`config.mk`:
```
export PLATFORM = sky130hd
export DESIGN_NAME = scb_dispatch_q
export DESIGN_NICKNAME = d
export VERILOG_FILES = /design/src/rtl/scb_dispatch_q.sv
export SDC_FILE = /design/constraint.sdc
export NUM_CORES = 1
export LEC_CHECK = 0
export ABC_CLOCK_PERIOD_IN_PS = 5300
export CAP_MARGIN = 20
export CORE_MARGIN = 3
export CORE_UTILIZATION = 25
export CTS_BUF_LIST = sky130_fd_sc_hd__clkbuf_2
export CTS_CLUSTER_DIAMETER = 200
export DETAILED_ROUTE_END_ITERATION = 8
export DONT_BUFFER_PORTS = 1
export GPL_ROUTABILITY_DRIVEN = 0
export GPL_TIMING_DRIVEN = 0
export MAX_ROUTING_LAYER = met4
export PLACE_DENSITY = 0.4
export SETUP_SLACK_MARGIN = 0.15
export SYNTH_ARGS = -nofsm -noshare
export SYNTH_HDL_FRONTEND = slang
export SYNTH_SLANG_ARGS = --single-unit
```
`constraint.sdc`:
```
create_clock -name clk -period 5.3 [get_ports clk]
set_clock_uncertainty 0.15 [all_clocks]
set_input_delay 0.795 -clock clk [delete_from_list [all_inputs] [get_ports clk]]
set_output_delay 0.795 -clock clk [all_outputs]
set_load 0.005 [all_outputs]
```
`src/rtl/scb_dispatch_q.sv`:
```
// Dual-slot dispatch queue feeding the scoreboard.
// Holds decoded uop pairs and presents the oldest pair with its slot-order code.
module scb_dispatch_q #(
  parameter int W_PA_REG     = 5,
  parameter int W_PD_UOPS    = 6,
  parameter int W_PC_SEL_ODR = 2,
  parameter int DEPTH        = 4,
  parameter int W_PTR        = 2
) (
  input  logic                    clk,
  input  logic                    rst,
  input  logic                    DCI_PC_vld0,
  input  logic                    DCI_PC_vld1,
  input  logic [W_PD_UOPS-1:0]    DCI_PD_uops0,
  input  logic [W_PD_UOPS-1:0]    DCI_PD_uops1,
  input  logic [W_PA_REG-1:0]     DCI_PD_rd0,
  input  logic [W_PA_REG-1:0]     DCI_PD_rd1,
  output logic                    DCO_PC_rdy,
  output logic [W_PD_UOPS-1:0]    CDO_PD_uops0,
  output logic [W_PD_UOPS-1:0]    CDO_PD_uops1,
  output logic [W_PA_REG-1:0]     CDO_PD_rd0,
  output logic [W_PA_REG-1:0]     CDO_PD_rd1,
  output logic [W_PC_SEL_ODR-1:0] CDO_PC_odr,
  input  logic                    CDI_PC_acc,
  input  logic                    CFI_PC_clear,
  output logic [W_PTR:0]          CDO_PC_cnt
);

  localparam logic [W_PD_UOPS-1:0] UNUSED_OP = '1;
  localparam logic [W_PTR:0]       FULL      = (W_PTR+1)'(DEPTH);
  localparam logic [W_PTR:0]       ONE       = (W_PTR+1)'(1);

  logic [W_PTR-1:0]     r_wptr;
  logic [W_PTR-1:0]     r_rptr;
  logic [W_PTR:0]       r_cnt;
  logic [DEPTH-1:0]     r_vld;
  logic [DEPTH-1:0]     r_two;
  logic [W_PD_UOPS-1:0] r_u0  [DEPTH];
  logic [W_PD_UOPS-1:0] r_u1  [DEPTH];
  logic [W_PA_REG-1:0]  r_rd0 [DEPTH];
  logic [W_PA_REG-1:0]  r_rd1 [DEPTH];

  logic                 w_rdy;
  logic                 w_fire_in;
  logic                 w_fire_out;
  logic                 w_in_two;
  logic [W_PD_UOPS-1:0] w_in_u0;
  logic [W_PD_UOPS-1:0] w_in_u1;
  logic [W_PA_REG-1:0]  w_in_rd0;
  logic [W_PA_REG-1:0]  w_in_rd1;
  logic                 w_hv;
  logic                 w_htwo;

  assign w_rdy      = (r_cnt < FULL) & ~CFI_PC_clear;
  assign w_fire_in  = w_rdy & (DCI_PC_vld0 | DCI_PC_vld1);
  assign w_fire_out = CDI_PC_acc & (r_cnt != '0);

  // A lone slot1 uop is compacted into slot0.
  assign w_in_two = DCI_PC_vld0 & DCI_PC_vld1;
  assign w_in_u0  = DCI_PC_vld0 ? DCI_PD_uops0 : DCI_PD_uops1;
  assign w_in_rd0 = DCI_PC_vld0 ? DCI_PD_rd0 : DCI_PD_rd1;
  assign w_in_u1  = w_in_two ? DCI_PD_uops1 : UNUSED_OP;
  assign w_in_rd1 = w_in_two ? DCI_PD_rd1 : '0;

  always_ff @(posedge clk or posedge rst) begin
    if (rst) begin
      r_wptr <= '0;
      r_rptr <= '0;
      r_cnt  <= '0;
      r_vld  <= '0;
      r_two  <= '0;
    end else if (CFI_PC_clear) begin
      r_wptr <= '0;
      r_rptr <= '0;
      r_cnt  <= '0;
      r_vld  <= '0;
      r_two  <= '0;
    end else begin
      if (w_fire_in) begin
        r_wptr         <= r_wptr + 1'b1;
        r_vld[r_wptr]  <= 1'b1;
        r_two[r_wptr]  <= w_in_two;
      end
      if (w_fire_out) begin
        r_rptr         <= r_rptr + 1'b1;
        r_vld[r_rptr]  <= 1'b0;
      end
      if (w_fire_in & ~w_fire_out)
        r_cnt <= r_cnt + ONE;
      else if (~w_fire_in & w_fire_out)
        r_cnt <= r_cnt - ONE;
    end
  end

  always_ff @(posedge clk) begin
    if (w_fire_in) begin
      r_u0[r_wptr]  <= w_in_u0;
      r_u1[r_wptr]  <= w_in_u1;
      r_rd0[r_wptr] <= w_in_rd0;
      r_rd1[r_wptr] <= w_in_rd1;
    end
  end

  assign w_hv   = r_vld[r_rptr];
  assign w_htwo = w_hv & r_two[r_rptr];

  assign DCO_PC_rdy   = w_rdy;
  assign CDO_PC_cnt   = r_cnt;
  assign CDO_PC_odr   = {w_htwo, w_hv};
  assign CDO_PD_uops0 = w_hv ? r_u0[r_rptr] : UNUSED_OP;
  assign CDO_PD_rd0   = w_hv ? r_rd0[r_rptr] : '0;
  assign CDO_PD_uops1 = w_htwo ? r_u1[r_rptr] : UNUSED_OP;
  assign CDO_PD_rd1   = w_htwo ? r_rd1[r_rptr] : '0;

endmodule

```
==> flow_summary_export.csv, run 1 <==
group,metric,value,unit
setup_path,timing.critical_path.cells,"buf_6 -> mux4_2 -> nand2_1 -> inv_1 -> buf_4",
hold_path,hold_path_depth,3,
layout,diode_insertion_count_for_antenna_repair,0,
synth,async_reset_ff_share,14.6,%
floorplan,die-height,140,um
setup_path,critical_path_peak_fanout,9,
cts,cts.reportedPaths.clkPinSlew,0.30,ns
layout,most-common-layout-cells,"88 x edfxtp_1, 19 x mux4_2, 15 x dfrtp_1, 13 x inv_1, 12 x mux2_2",
placed_design,placement.cell_area,4810,um^2
setup_path,worstReg2RegStart,"CDO_PC_cnt[2]",
timing,period_needed,3.29,ns
cts,worst_skew_pair.late_latency,0.58,ns
setup_path,critical_path.slowest_cell,"mux4_2",
synth,netlist_area_before_placement,4490,um^2
setup_path,reg2reg_setup_slack,3.03,ns
setup_path,critPathLaunchType,"register",
grt,grt_first_pass_wirelength,15200,um
synth,yosysWarningCount,0,
synth,postSynth.topFlopCell,"edfxtp_1",
floorplan,floorplan.io_pins,56,
power,share_seq_of_total_power,52.2,%
drt,avgRoutedWirePerCell,19.8,um
timing,timing.final.crit_share,62.2,%
drt,met3_wirelength,478,um
drt,routed_met1_length,4340,um
outcome,run_status,"complete, no violations",
setup_path,worst-r2r-cell-count,6,
drt,wl_met2,4840,um
floorplan,fp.dieW,140,um
drt,avgViaCountPerCell,4.48,
power,power.share.switching,30.2,%
grt,grt_usage,10.7,%
cts,tritoncts,"yes",
setup_path,cp.arrival,2.35,ns
drt,drtAntennaViolNets,0,
drt,dr.first_iter.drc_count,122,
setup_path,worstSetupPathType,"reg -> out",
setup_path,regToRegEndpoint,"r_two[2]",
power,clock_power_share,21.2,%
placed_design,dp_worst_setup_slack,2.48,ns
floorplan,core.rowCount,48,
layout,post_route_cells_drive_above_1_share,24.9,%
timing,final-hold-violation-count,0,
drt,num_vias,2229,
layout,area.growth.synth_to_final,10.3,%
synth,yosysUniqueCellTypes,35,
timing,setup-violations-final,0,
setup_path,cp_capture_type,"output pin",
cts,cts_post_setup_buffers_inserted,0,
layout,layout.nets,305,
setup_path,cpPeakStageDelay,0.68,ns
timing,tightest_slew,0.750,ns
synth,seq_area_frac_synth,67.1,%
floorplan,die-area,19600,um^2
cts,numClockSinks,103,
layout,number_of_cells_in_the_finished_layout_apart_from_fillers,498,
synth,syn-num-nets,292,
layout,layout_commonest_cell,"edfxtp_1",
synth,syn-instance-count,255,
power,power.switching,0.611,mW
layout,post_layout_utilization_of_the_core,28.4,%
synth,postSynthAreaPerCell,17.6,um^2
placed_design,portBuffers,0,
timing,slew_headroom,50.0,%
cts,post_cts_resize_count,0,
layout,nFillCells,1752,
grt,initial_antenna_violation_count,0,
timing,fin_ws,2.01,ns
synth,synth_edf_count,88,
power,portion_of_total_power_attributed_to_combinational_logic,26.6,%
timing,final.setup.tns,0,ns
cts,cts_root_buf,"clkbuf_2",
timing,holdWs,0.250,ns
synth,ys_seq_elements,103,
placed_design,place_inst,481,
hold_path,hold_path.startpoint,"CDI_PC_acc",
drt,detail_route.wirelength,9850,um
floorplan,start_util,25.7,%
power,total_power_density_per_cell_area,407,nW/um^2
layout,multi_input_comb_area,1330,um^2
job,cap_violations,0,
layout,finalInstanceArea,4960,um^2
power,fin_total_pwr,2.02,mW
hold_path,min_delay_worst_endpoint,"CDO_PC_cnt[2]",
timing,rsz0062_at_grt,"no",
floorplan,coreArea,17500,um^2
power,power.static_leakage,1.69,nW
hold_path,holdCritPathClass,"in -> reg",
layout,register_area,3020,um^2
drt,drt_pre_antenna_iters,4,
drt,highest_layer,"met4",
drt,total_drc_errors_in_the_routed_layout,0,
grt,grt_max_degree,25,
timing,max_fclk,304,MHz
power,irDropWorstVdd,0.155,mV
placed_design,post-dp-hpwl,6330,um
grt,globalRouteOverflowTotal,0,
power,internal_power,1.41,mW
setup_path,cp.required,4.36,ns
cts,htree_num_levels,3,
cts,cts_inserted_buffers,9,
grt,first_global_vias,2424,
timing,maxSlewViolCount,0,
cts,cts_buffer_depth,2,
## how the worst max path moves through the flow
stage                       from            end  slack (ns)
finish                 r_rptr[0]  CDO_PC_odr[1]        2.01
global route           r_rptr[0]  CDO_PC_odr[1]        1.79
CTS                    r_rptr[0]  CDO_PC_odr[1]        1.88
detailed placement   DCI_PC_vld0       r_two[2]        2.48
global placement    CFI_PC_clear       r_two[0]        2.06
floorplan           CFI_PC_clear       r_two[0]        2.83
## layer usage
layer	track usage, %	up-vias
li1	-	1006
met1	13.5	1156
met2	16.9	52
met3	2.29	15
met4	4.44	0
met5	-	-
## kinds of logic (layout without fill, tap and decap cells)
logic type,count (synthesis),count (layout),share of synthesized area (%)
flops,103,103,67.1
simple gates,60,60,7.68
mux,40,40,16.3
buf+inv,27,45,3.37
compound gates,16,16,2.78
fa+ha+maj,9,9,2.67
## critical path, delay by kind of cell (launching register included)
family,cells,cell delay (ns)
simple gates,1,0.24
mux,1,0.68
buf+inv,3,0.37
flops,1,0.46
## sequential cells by signal, summed over array words and instances, names as in the netlist
register	cells
CDO_PC_cnt	3
r_vld	4
r_u0	24
r_rd1	20
r_rptr	2
r_two	4
r_wptr	2
r_rd0	20
r_u1	24
## cell usage after synthesis, drive strengths merged (6+ instances only)
library cell,number,share of area [%]
buf,11,2.0
nand2b,8,1.1
or2,7,0.97
and2,6,1.0
dfrtp,15,8.4
edfxtp,88,59
and3,14,1.9
mux4,24,12
mux2,12,3.0
nand2,10,0.84
ha,8,2.2
inv,13,1.1
nor2,6,0.56
## power groups by stage
stage	Sequential (mW)	Combinational, mW	Clock [mW]
6_report	1.05	0.537	0.429
5_1_grt	1.07	0.597	0.476
4_1_cts	1.06	0.558	0.447
3_5_place_dp	1.08	0.556	0
3_3_place_gp	1.08	0.546	0
2_1_floorplan	1.06	0.405	0
## repair_timing
action	4_1_cts	5_1_grt
hold buffers	1	0
endpoints found under the hold margin	15	0
endpoints found under the setup margin	0	0
## final cells by class
cell class                 instances  share of cell area, %
timing repair buffer               2                  0.757
clock buffer                       9                  0.908
inverter                          13                  0.984
clock inverter                     7                   1.94
sequential                       103                   60.9
buffer                            14                   2.07
tap                              225                   5.68
multi-input combinational        125                   26.8
Power figures use the tool's default switching activity.
==> inputs of run 2 (changes only) <==
--- a/config.mk
+++ b/config.mk
@@ -5,7 +5,7 @@
 export SDC_FILE = /design/constraint.sdc
 export NUM_CORES = 1
 export LEC_CHECK = 0
-export ABC_CLOCK_PERIOD_IN_PS = 5300
+export ABC_CLOCK_PERIOD_IN_PS = 3450
 export CAP_MARGIN = 20
 export CORE_MARGIN = 3
 export CORE_UTILIZATION = 25
==> constraint.sdc (replaced) <==
create_clock -name clk -period 3.45 [get_ports clk]
set_clock_uncertainty 0.15 [all_clocks]
set_input_delay 0.5175 -clock clk [delete_from_list [all_inputs] [get_ports clk]]
set_output_delay 0.5175 -clock clk [all_outputs]
set_load 0.005 [all_outputs]
==> run 2 against run 1 <==
Against the previous run:
- critical path depth stayed put
- non-clock buffer count is 26 higher
- sequential power increased by 54%
- clock power rose by 52%
- worst setup slack lost 1.6 ns
- hold slack worse by 0.17 ns
- largest power group unchanged
==> flow_summary_export.csv, run 2 (synthesis gave the netlist of run 1 again) <==
group,metric,value,unit
cts,cts_root_buf,"clkbuf_2",
timing,rsz0062_at_grt,"no",
setup_path,cp.required,2.78,ns
cts,cts.reportedPaths.clkPinSlew,0.29,ns
drt,avgViaCountPerCell,4.42,
hold_path,holdCritPathClass,"in -> reg",
power,power.static_leakage,1.80,nW
floorplan,die-height,140,um
timing,tightest_slew,0.747,ns
floorplan,coreArea,17500,um^2
setup_path,cp.arrival,2.35,ns
drt,drtAntennaViolNets,0,
timing,holdWs,0.0829,ns
drt,detail_route.wirelength,10100,um
timing,setup-violations-final,0,
cts,worst_skew_pair.late_latency,0.59,ns
grt,first_global_vias,2539,
cts,cts_inserted_buffers,9,
grt,globalRouteOverflowTotal,0,
grt,grt_max_degree,25,
timing,maxSlewViolCount,0,
layout,diode_insertion_count_for_antenna_repair,0,
drt,num_vias,2316,
layout,multi_input_comb_area,1330,um^2
floorplan,start_util,25.7,%
power,fin_total_pwr,3.13,mW
setup_path,cp_capture_type,"output pin",
timing,max_fclk,331,MHz
grt,grt_first_pass_wirelength,15600,um
floorplan,floorplan.io_pins,56,
timing,period_needed,3.02,ns
cts,cts_post_setup_buffers_inserted,0,
setup_path,cpPeakStageDelay,0.68,ns
layout,largest_registers,"r_u0 (24), r_u1 (24)",
grt,initial_antenna_violation_count,0,
layout,register_area,3020,um^2
cts,numClockSinks,103,
floorplan,fp.dieW,140,um
cts,tritoncts,"yes",
layout,layout.nets,331,
setup_path,critical_path_peak_fanout,9,
setup_path,critical-path-top-delay-family,"multiplexers",
setup_path,critPathLaunchType,"register",
layout,layout_commonest_cell,"edfxtp_1",
layout,post_route_cells_drive_above_1_share,22.7,%
outcome,run_status,"complete, no violations",
placed_design,post-dp-hpwl,6330,um
setup_path,critical_path_buf_inv_count,3,
layout,most-common-layout-cells,"88 x edfxtp_1, 27 x dlygate4sd3_1, 19 x mux4_2, 15 x dfrtp_1, 13 x inv_1",
timing,final.setup.tns,0,ns
drt,drt_pre_antenna_iters,4,
drt,total_drc_errors_in_the_routed_layout,0,
setup_path,critical_path.slowest_cell,"mux4_2",
layout,nFillCells,1736,
timing,slew_headroom,50.2,%
drt,avgRoutedWirePerCell,19.3,um
cts,cts_buffer_depth,2,
timing,timing.final.crit_share,87.5,%
cts,post_cts_resize_count,0,
power,total_power_density_per_cell_area,600,nW/um^2
job,cap_violations,0,
grt,grt_usage,11.0,%
layout,area.growth.synth_to_final,16.1,%
floorplan,core.rowCount,48,
layout,finalInstanceArea,5220,um^2
drt,dr.first_iter.drc_count,107,
setup_path,timing.critical_path.cells,"buf_6 -> mux4_2 -> nand2_1 -> inv_1 -> buf_4",
power,irDropWorstVdd,0.237,mV
setup_path,worstSetupPathType,"reg -> out",
placed_design,portBuffers,0,
cts,hold_buffers,27,
timing,final-hold-violation-count,0,
cts,htree_num_levels,3,
floorplan,die-area,19600,um^2
placed_design,placement.cell_area,4810,um^2
==> run 2: changes by cell type in the layout (fill, tap and decap cells not counted), sizes merged <==
cell and delta:
dlygate4sd3 +26
==> run 2: where the power goes <==
group | internal [mW] | switching [mW] | total [mW]
Clock | 0.239 | 0.414 | 0.654
Combinational | 0.402 | 0.458 | 0.860
Sequential | 1.55 | 0.0702 | 1.62
Total | 2.19 | 0.943 | 3.13
==> run 2: area by class of cell <==
| type | instances | area share (%) |
|---|---|---|
| flip-flops and latches | 103 | 57.8 |
| inverters | 13 | 0.935 |
| plain buffers | 14 | 1.97 |
| clock inverters | 7 | 1.85 |
| clock buffers | 9 | 0.863 |
| well taps | 225 | 5.39 |
| multi-input cells | 125 | 25.5 |
| repair buffers | 28 | 5.71 |
==> run 2: final timing paths <==
kind / depth (start not counted) / slack (ns) / to / from
setup / recovery: 5 / 0.43 / CDO_PC_odr[1] / r_rptr[0]
hold / removal: 1 / 0.08 / r_rd1[0][3] / DCI_PD_rd1[3]
setup reg to reg: 8 / 0.87 / CDO_PC_cnt[2] / CDO_PC_cnt[1]
hold reg to reg: 2 / 0.41 / r_vld[2] / r_vld[2]
max in group asynchronous: 2 / 2.49 / CDO_PC_cnt[2] / rst
min in group asynchronous: 2 / 0.23 / CDO_PC_cnt[0] / rst
==> run 2: worst reg2reg max path, delay by kind of cell (launching register included) <==
kind / cells / cell delay, ns
buffers and inverters: 2 / 0.69
AOI/OAI and AO/OA: 2 / 0.54
and+or+nand+nor: 3 / 0.37
adders and majority gates: 1 / 0.23
DFF: 1 / 0.52
==> run 2: stage by stage <==
stage	util [%]	setup WS [ns]	std cells
2_1_floorplan	-	1.25	255
3_3_place_gp	27.3	0.486	480
3_5_place_dp	27.5	0.912	481
4_1_cts	29.9	0.303	524
5_1_grt	29.9	0.216	524
6_report	29.9	0.430	524
==> run 2: layer usage <==
layer | global-route usage (%) | up-vias | wire length [um]
met5 | - | - | 0
met4 | 4.44 | 0 | 189
met3 | 2.25 | 15 | 437
met2 | 17.5 | 49 | 5020
met1 | 13.7 | 1195 | 4450
li1 | - | 1057 | -
==> inputs of run 3 (changes only) <==
--- a/config.mk
+++ b/config.mk
@@ -9,12 +9,10 @@
 export CAP_MARGIN = 20
 export CORE_MARGIN = 3
 export CORE_UTILIZATION = 25
-export CTS_BUF_LIST = sky130_fd_sc_hd__clkbuf_2
 export CTS_CLUSTER_DIAMETER = 200
 export DETAILED_ROUTE_END_ITERATION = 8
 export DONT_BUFFER_PORTS = 1
 export GPL_ROUTABILITY_DRIVEN = 0
-export GPL_TIMING_DRIVEN = 0
 export MAX_ROUTING_LAYER = met4
 export PLACE_DENSITY = 0.4
 export SETUP_SLACK_MARGIN = 0.15
==> run 3 against run 2 <==
Against the previous run:
- the flow now finishes with violations (negative hold slack)
- fmax up 8.0%
- register-to-register slack better by 0.48 ns
- sequential power is essentially flat
- total power rose by 7.2%
- critical path type unchanged
- critical endpoint is now CDO_PD_uops1[5]
==> flow_summary_export.csv, run 3 (synthesis gave the netlist of run 1 again) <==
group,metric,value,unit
outcome,run_status,"finished with violations",
outcome,failed_checks,"negative hold slack",
placed_design,place_inst,474,
timing,slew_headroom,56.7,%
placed_design,placement.cell_area,4730,um^2
drt,detail_route.wirelength,9550,um
setup_path,critical_path.slowest_cell,"mux4_2",
power,internal_power,2.45,mW
power,power.static_leakage,1.72,nW
layout,post_layout_utilization_of_the_core,28.7,%
power,irDropWorstVdd,0.248,mV
timing,maxSlewViolCount,0,
layout,nFillCells,1731,
power,power.switching,0.910,mW
cts,hold_buffers,0,
setup_path,critPathLaunchType,"register",
layout,post_route_cells_drive_above_1_share,22.3,%
timing,timing.final.crit_share,81.0,%
layout,largest_registers,"r_u0 (24), r_u1 (24)",
drt,total_drc_errors_in_the_routed_layout,0,
floorplan,coreArea,17500,um^2
layout,layout_commonest_cell,"edfxtp_1",
layout,finalInstanceArea,5020,um^2
cts,numClockSinks,103,
drt,drtAntennaViolNets,0,
setup_path,reg2reg_setup_slack,1.35,ns
setup_path,timing.critical_path.cells,"buf_4 -> mux4_2 -> nand2_1 -> or2_1",
grt,globalRouteOverflowTotal,0,
grt,grt_usage,10.3,%
setup_path,critical_path_peak_fanout,11,
floorplan,floorplan.io_pins,56,
layout,layout.nets,297,
timing,rsz0062_at_grt,"no",
floorplan,die-area,19600,um^2
drt,avgViaCountPerCell,4.51,
grt,grt_max_degree,25,
layout,most-common-layout-cells,"88 x edfxtp_1, 19 x mux4_2, 14 x dfrtp_1, 14 x and3_1, 13 x inv_1",
floorplan,die-height,140,um
setup_path,regToRegEndpoint,"CDO_PC_cnt[1]",
cts,cts_buffer_depth,2,
setup_path,worstSetupPathType,"reg -> out",
cts,cts_inserted_buffers,9,
job,cap_violations,0,
timing,holdWs,-0.0163,ns
cts,cts_root_buf,"clkbuf_16",
floorplan,core.rowCount,48,
timing,tightest_slew,0.649,ns
setup_path,cp_capture_type,"output pin",
cts,htree_num_levels,3,
setup_path,worst-r2r-cell-count,6,
setup_path,critical-path-top-delay-family,"multiplexers",
drt,dr.first_iter.drc_count,167,
timing,final.setup.tns,0,ns
power,portion_of_total_power_attributed_to_combinational_logic,22.0,%
placed_design,portBuffers,0,
setup_path,cp.required,2.78,ns
hold_path,holdCritPathClass,"in -> async",
setup_path,cp.arrival,2.13,ns
grt,initial_antenna_violation_count,0,
power,fin_total_pwr,3.36,mW
floorplan,start_util,25.7,%
cts,worst_skew_pair.late_latency,0.35,ns
floorplan,fp.dieW,140,um
setup_path,worstReg2RegStart,"CDO_PC_cnt[0]",
layout,number_of_cells_in_the_finished_layout_apart_from_fillers,490,
timing,setup-violations-final,0,
power,total_power_density_per_cell_area,670,nW/um^2
cts,cts.reportedPaths.clkPinSlew,0.07,ns
cts,cts_post_setup_buffers_inserted,0,
cts,tritoncts,"yes",
timing,max_fclk,358,MHz
layout,diode_insertion_count_for_antenna_repair,0,
power,power.share.switching,27.1,%
power,clock_power_share,29.1,%
grt,first_global_vias,2338,
drt,drt_pre_antenna_iters,6,
grt,grt_first_pass_wirelength,14300,um
drt,avgRoutedWirePerCell,19.5,um
setup_path,cpPeakStageDelay,0.60,ns
placed_design,post-dp-hpwl,6210,um
timing,fin_ws,0.655,ns
setup_path,critical_path_buf_inv_count,1,
placed_design,dp_worst_setup_slack,0.936,ns
layout,area.growth.synth_to_final,11.6,%
drt,num_vias,2209,
timing,period_needed,2.79,ns
timing,final-hold-violation-count,9,
cts,post_cts_resize_count,0,
power,share_seq_of_total_power,48.9,%
-- run 3: changes by cell type in the layout (fill, tap and decap cells not counted), moves of 2 or more --
cell | previous run | this run
clkbuf_2 | 9 | 0
and3_1 | 11 | 14
dlygate4sd3_1 | 27 | 0
buf_6 | 5 | 0
and3_2 | 3 | 0
clkinvlp_4 | 3 | 0
clkinv_2 | 1 | 3
buf_4 | 2 | 8
buf_2 | 4 | 0
clkbuf_16 | 0 | 9
-- run 3: power by group through the flow --
stage,clock network [mW],registers [mW],logic [mW]
after floorplan,0,1.63,0.622
after global placement,0,1.67,0.770
after detailed placement,0,1.68,0.771
after CTS,1.01,1.65,0.773
after global routing,1.06,1.67,0.823
final,0.978,1.64,0.738
-- run 3: worst max-delay path by stage --
stage	start	endpoint	slack, ns	cells past startpoint
2_1_floorplan	CFI_PC_clear	r_two[0]	1.25	5
3_3_place_gp	r_rptr[0]	CDO_PD_uops1[5]	0.95	4
3_5_place_dp	r_rptr[0]	CDO_PD_uops1[5]	0.94	4
4_1_cts	r_rptr[0]	CDO_PD_uops1[5]	0.54	4
5_1_grt	r_rptr[1]	CDO_PD_uops1[5]	0.46	3
6_report	r_rptr[0]	CDO_PD_uops1[5]	0.66	4
-- run 3: final cells by class --
class                      count  area, um^2  area share (%)
multi-input combinational    125        1330            26.4
sequential                   103        3020            60.2
tap                          225         282            5.61
clock buffer                  11         233            4.64
clock inverter                 5        48.8           0.973
inverter                      13        48.8           0.973
timing repair buffer           8        60.1            1.20
-- run 3: metal layers --
metal	GRT usage (%)	vias to the layer above	part of all wire (%)
met3	2.36	11	4.4
li1	-	994	-
met2	16.7	48	51
met4	4.59	0	1.7
met5	-	-	0
met1	12.2	1156	43
